[config.mk]
export PLATFORM = sky130hd
export DESIGN_NAME = mem_arbiter
export DESIGN_NICKNAME = d
export VERILOG_FILES = /design/src/rtl/mem_arbiter.sv
export SDC_FILE = /design/constraint.sdc
export NUM_CORES = 1
export LEC_CHECK = 0
export CELL_PAD_IN_SITES_DETAIL_PLACEMENT = 1
export CELL_PAD_IN_SITES_GLOBAL_PLACEMENT = 1
export CORE_AREA = 2 2 86 88
export CTS_CLUSTER_SIZE = 20
export DETAILED_ROUTE_END_ITERATION = 10
export DIE_AREA = 0 0 88 90
export PLACE_DENSITY_LB_ADDON = 0.3
export SYNTH_ARGS = -nofsm -noshare
export SYNTH_HDL_FRONTEND = slang
export SYNTH_SLANG_ARGS = --single-unit
[constraint.sdc]
create_clock -name clk -period 2.6 [get_ports clk]
set_input_delay 0.39 -clock clk [delete_from_list [all_inputs] [get_ports clk]]
set_output_delay 0.39 -clock clk [all_outputs]
set_load 0.02 [all_outputs]
[src/rtl/mem_arbiter.sv]
// Two-port arbiter sharing one memory bus between instruction fetch and data access.
// Data wins contention, but instruction fetch waits at most DATA_BURST data transactions.
module mem_arbiter #(
    parameter int unsigned DATA_BURST = 4
) (
    input  logic        clk,
    input  logic        reset,
    input  logic [18:0] instr_m_addr,
    input  logic        instr_m_access,
    output logic        instr_m_ack,
    output logic [15:0] instr_m_data_in,
    input  logic [18:0] data_m_addr,
    input  logic [15:0] data_m_data_out,
    input  logic        data_m_access,
    input  logic        data_m_wr_en,
    input  logic [1:0]  data_m_bytesel,
    output logic        data_m_ack,
    output logic [15:0] data_m_data_in,
    output logic [18:0] q_m_addr,
    output logic [15:0] q_m_data_out,
    input  logic [15:0] q_m_data_in,
    output logic        q_m_access,
    output logic        q_m_wr_en,
    output logic [1:0]  q_m_bytesel,
    input  logic        q_m_ack
);

    typedef enum logic [1:0] {
        IDLE    = 2'd0,
        GRANT_I = 2'd1,
        GRANT_D = 2'd2
    } state_e;

    localparam logic [3:0] BURST_MAX = 4'(DATA_BURST);

    state_e     state_q, state_d;
    logic [3:0] burst_q, burst_d;

    // NOTE: sequential state uses non-blocking assignments so every flop samples pre-edge values.
    always_ff @(posedge clk or negedge reset) begin
        if (!reset) begin
            state_q <= IDLE;
            burst_q <= '0;
        end else begin
            state_q <= state_d;
            burst_q <= burst_d;
        end
    end

    // NOTE: every always_comb output gets a default first so no path can infer a latch.
    always_comb begin
        state_d = state_q;
        burst_d = burst_q;
        case (state_q)
            IDLE: begin
                if (!instr_m_access) begin
                    burst_d = '0;
                end
                if (data_m_access && (!instr_m_access || burst_q < BURST_MAX)) begin
                    state_d = GRANT_D;
                    // Count data grants that made a waiting fetch wait longer.
                    if (instr_m_access) begin
                        burst_d = burst_q + 4'd1;
                    end
                end else if (instr_m_access) begin
                    state_d = GRANT_I;
                    burst_d = '0;
                end
            end
            GRANT_I, GRANT_D: begin
                if (q_m_ack) begin
                    state_d = IDLE;
                end
            end
            default: state_d = IDLE;
        endcase
    end

    always_comb begin
        q_m_access   = 1'b0;
        q_m_addr     = '0;
        q_m_data_out = '0;
        q_m_wr_en    = 1'b0;
        q_m_bytesel  = 2'b00;
        instr_m_ack  = 1'b0;
        data_m_ack   = 1'b0;
        case (state_q)
            GRANT_I: begin
                q_m_access  = 1'b1;
                q_m_addr    = instr_m_addr;
                q_m_bytesel = 2'b11;
                instr_m_ack = q_m_ack;
            end
            GRANT_D: begin
                q_m_access   = 1'b1;
                q_m_addr     = data_m_addr;
                q_m_data_out = data_m_data_out;
                q_m_wr_en    = data_m_wr_en;
                q_m_bytesel  = data_m_bytesel;
                data_m_ack   = q_m_ack;
            end
            default: ;
        endcase
    end

    // Each port qualifies the shared read data with its own ack.
    assign instr_m_data_in = q_m_data_in;
    assign data_m_data_in  = q_m_data_in;

endmodule

After elaboration in Yosys (flattened, before gate mapping) --
Index checks and enable logic that the tools add are counted. W data, S select, Z words.
Storage, ports and cells: latch bits 0, register bits 6, bits of input ports 78, memory bits (read-only) 0, output and inout port bits 73, memory bits (writable) 0, memories kept 0, logic and storage cells 27
Operators by class: divide/modulo/power cells 0, multiplexer cells 13, multipliers 0, magnitude comparators 1, equal/unequal tests 4, reductions and logical operators 6, $add $sub $neg 1, shift-type cells 0, bitwise gates (word level) 0
Operators by type and width (count):
- $pmux W19 S2 | 1
- $mux W16 | 1
- $mux W4 | 2
- $pmux W2 S2 | 2
- $mux W2 | 3
- $add A4 B1 Y4 const B | 1
- $lt A4 B3 Y1 const B | 1
- $mux W1 | 4
- $ne A3 B3 Y1 const B | 1
- $eq A2 B1 Y1 const B | 1
- $eq A2 B2 Y1 const B | 1
- $logic_not A2 Y1 | 1
- $ne A2 B1 Y1 const B | 1
- $reduce_and A2 Y1 | 1
- $reduce_or A2 Y1 | 1
- $logic_and A1 B1 Y1 | 1
- $logic_not A1 Y1 | 1
- $logic_or A1 B1 Y1 | 1

Logic depth before layout (Yosys ltp) --
word-level depth 5, gate-level depth with buffers 6, gate-level depth less buffers 5

Worst setup path after synthesis --
Ideal clock, no wire load.
kind register -> output, start point reg state_q[0], end point out q_m_addr[10], path buffers 1, path slack 0.781 ns, arrival 1.429 ns, data required time 2.210 ns, stages on the path, launching flop included 5, cells stage by stage dfrtp_1 > inv_1 > ha_1 > clkbuf_1 > nor2b_1
Between the ends: word-level cells in the longest chain between the ends 2, elaborated cells on any way between the ends 3, those cells by class 2 x eq/ne; 1 x mux
RTL lines:
- start: declaration | line 36 | state_e state_q, state_d;
- start signal: assignment | line 45 | state_q <= state_d;
- $eq A2 B2 Y1 or $eq A2 B1 Y1 (tied branches) | line 87 | case (state_q)
- $pmux W19 S2 (*) | line 87
- end: declaration | line 19 | output logic [18:0] q_m_addr,
Mark *: on every way between the ends. The rest lies on a longest branch, timed or not.

Worst setup path after layout --
start point reg state_q[0], end point out q_m_addr[9]
The elaborated chain is that of the path after synthesis.

==> out/metrics.csv <==
stage;metric;value;unit
logic_synthesis;synth_top_area_cell;buf_4;
sta;rsz0062_at_grt;false;
power_and_ir_drop;clkPwrFrac;9.3;%
cts;htree_levels;1;
logic_synthesis;post-synth-top-count-cell;buf_4;
finish;nets;286;
floorplanning;rows;31;
detailed_routing;wirelength;3.88;mm
detailed_routing;drc;0;
sta;hold_viol;0;
logic_synthesis;async_flop_share;100;%
logic_synthesis;synth.net_count;216;
power_and_ir_drop;p_comb_share;82.3;%
setup_path;critical-path-max-stage-delay;0.62;ns
global_routing;grt_overflow;0;
global_routing;grt_usage;9.44;%
floorplanning;die_w;88;um
detailed_routing;vias;1123;
cts;clock-root-buffer;clkbuf_8;
floorplanning;fp.dieArea;7920;sq um
status;outcome;completed;
global_routing;grt_antenna_before_repair;0;
power_and_ir_drop;switchingPower;696;uW
sta;drv_slew;0;
logic_synthesis;synth_edf_count;0;
finish;antenna_cells;0;
sta;fin_worst_skew;0.00277;ns
finish;finalCoreUtilization;28.0;%
detailed_routing;vias_per_cell;3.73;
cts;cts_buffer_depth;2;
setup_path;worst-endpoint-arrival;2.04;ns
cts;insertion_delay;0.23;ns
setup_path;critPathMaxFanout;17;
sta;max_freq;411;MHz
detailed_routing;post_drt_wl_per_cell;12.9;um
power_and_ir_drop;power.internal;878;uW
setup_path;critPathBufInv;3;
global_routing;grt_pass1_wl;5.95;mm
detailed_routing;final_antenna_net_count;0;
cts;cts.sinks;6;
logic_synthesis;synth.area.top_cells;buf_4, dfrtp_1, a22oi_1;
power_and_ir_drop;swShare;44.2;%
floorplanning;ios;151;
detailed_routing;dr.first_iter.drc_count;33;
setup_path;cp_top_family;buffers and inverters;
logic_synthesis;synth.distinct_cells;22;
finish;multi_input_area;566;sq um
global_routing;grt_max_degree;24;
job;drv_cap;0;
global_routing;first_global_vias;1155;
cts;clk_pin_slew;0.04;ns
sta;min_period;2.43;ns
finish;fillers;830;
logic_synthesis;syn_area_per_cell;7.61;sq um
finish;regArea;150;sq um
logic_synthesis;synth-seq-cells;6;
setup_path;start_kind;register;
sta;finalSetupTns;0;ns
logic_synthesis;netlist.area_leader.share;24.3;%
sta;relSlewSlack;77.8;%
placement;routabilityCongestion;0.745;
cts;cts_resized;0;
sta;timing.final.crit_share;93.6;%
finish;syn_to_final_growth;92.5;%
sta;tightest_slew;0.333;ns
power_and_ir_drop;power_per_cell_area;802;nW/um^2
logic_synthesis;synth_warnings;0;
placement;dp_hpwl;3.09;mm
logic_synthesis;netlist_area;1020;sq um
power_and_ir_drop;power.static_leakage;0.000704;uW
min_path;hold_class;in2async;
logic_synthesis;synthTopCellsByCount;buf_4, nor2b_1, a22oi_1, and2_1, dfrtp_1;
cts;numCtsBuffers;3;
cts;post_cts_buffers;0;
setup_path;crit_type;reg2out;
logic_synthesis;synthFlopType;dfrtp_1;
setup_path;cp_data_required_time;2.21;ns
floorplanning;die_y;90;um
finish;drive_above_1_share;4.46;%
logic_synthesis;syn-instance-count;134;
logic_synthesis;ys_seq_area_share;14.7;%
power_and_ir_drop;seqPwrFrac;8.4;%
detailed_routing;firstDrtPassIters;4;
floorplanning;core_area;7020;sq um
cts;cts_tree;done;
setup_path;crit_slowest_cell;clkdlybuf4s50_1;
setup_path;end_kind;output pin;
sta;setup_viol;0;
power_and_ir_drop;ir_drop;0.308;mV
floorplanning;initial_core_util;14.5;%
setup_path;crit_chain;inv_1 > ha_1 > buf_12 > nor2b_1 > clkdlybuf4s50_1;
placement;io_buffers;102;
cts;hold_buffers;0;
==> metal layers <==
layer / track usage, % / part of all wire, % / vias to the layer above / wire [um]
li1: - / - / 550 / -
met1: 10.6 / 39 / 506 / 1510
met2: 16.7 / 50 / 57 / 1930
met3: 2.39 / 9.1 / 10 / 352
met4: 3.59 / 2.2 / 0 / 86
met5: 0 / 0 / - / 0
==> logic make-up (layout without fill, tap and decap cells) <==
kind of cell | Yosys count | after routing | share of synthesized area, %
compound gates | 28 | 28 | 19.0
fa+ha+maj | 4 | 4 | 4.91
buf+inv | 46 | 114 | 29.8
flops | 6 | 6 | 14.7
mux | 1 | 1 | 1.47
simple gates | 49 | 49 | 30.1
==> power by group through the flow <==
stage	sequential, uW	clock, uW	combinational [uW]
floorplan	131	0	788
global placement	133	0	1320
detailed placement	135	0	1320
CTS	134	151	1320
global route	137	155	1410
finish	133	146	1300
==> path summary, 6_finish.rpt <==
path,to,start,cells past startpoint,slack (ns)
worst max-delay path,q_m_addr[9],state_q[0]$_DFFE_PN0P_,5,0.17
worst min-delay path,burst_q[3]$_DFFE_PN0N_,reset,1,0.40
worst max register to register,state_q[0]$_DFFE_PN0P_,state_q[0]$_DFFE_PN0P_,5,1.19
worst min register to register,burst_q[1]$_DFFE_PN0N_,burst_q[1]$_DFFE_PN0N_,2,0.53
max in group asynchronous,burst_q[1]$_DFFE_PN0N_,reset,1,1.98
min in group clk,burst_q[1]$_DFFE_PN0N_,burst_q[1]$_DFFE_PN0N_,2,0.53
==> registers in the layout, indices dropped and copies added, names as in the netlist <==
| register | cells |
|---|---|
| burst_q | 4 |
| state_q | 2 |
==> stage by stage <==
stage / hold slack (ns) / setup WS, ns / area, sq um / instances / total power (uW)
floorplan: 0.0944 / 0.781 / 1020 / 134 / 919
global placement: 0.521 / 0.379 / 1920 / 298 / 1450
detailed placement: 0.530 / 0.375 / 1920 / 298 / 1450
CTS: 0.409 / 0.121 / 1960 / 301 / 1610
global route: 0.433 / 0.0146 / 1960 / 301 / 1700
finish: 0.402 / 0.166 / 1960 / 301 / 1570
==> layout make-up <==
cell class | count | share of cell area, %
tap | 99 | 6.31
sequential | 6 | 7.65
clock buffer | 3 | 2.10
multi-input combinational | 82 | 28.8
timing repair buffer | 106 | 54.2
inverter | 5 | 0.956
==> placed cells by master, fill, tap and decap left out, drive strengths merged <==
master / synthesis / layout
inv: 5 / 5
clkdlybuf4s50: 0 / 102
o22a: 1 / 1
clkbuf: 3 / 3
nand4bb: 1 / 1
a22oi: 19 / 19
nor2b: 22 / 22
o21ai: 2 / 2
nand2: 3 / 3
dfrtp: 6 / 6
nand2b: 1 / 1
nor3b: 1 / 1
a21oi: 4 / 4
and2: 19 / 19
nand3: 1 / 1
nor2: 1 / 1
mux2: 1 / 1
buf: 38 / 4
o22ai: 2 / 2
ha: 4 / 4
Power figures use the tool's default switching activity.
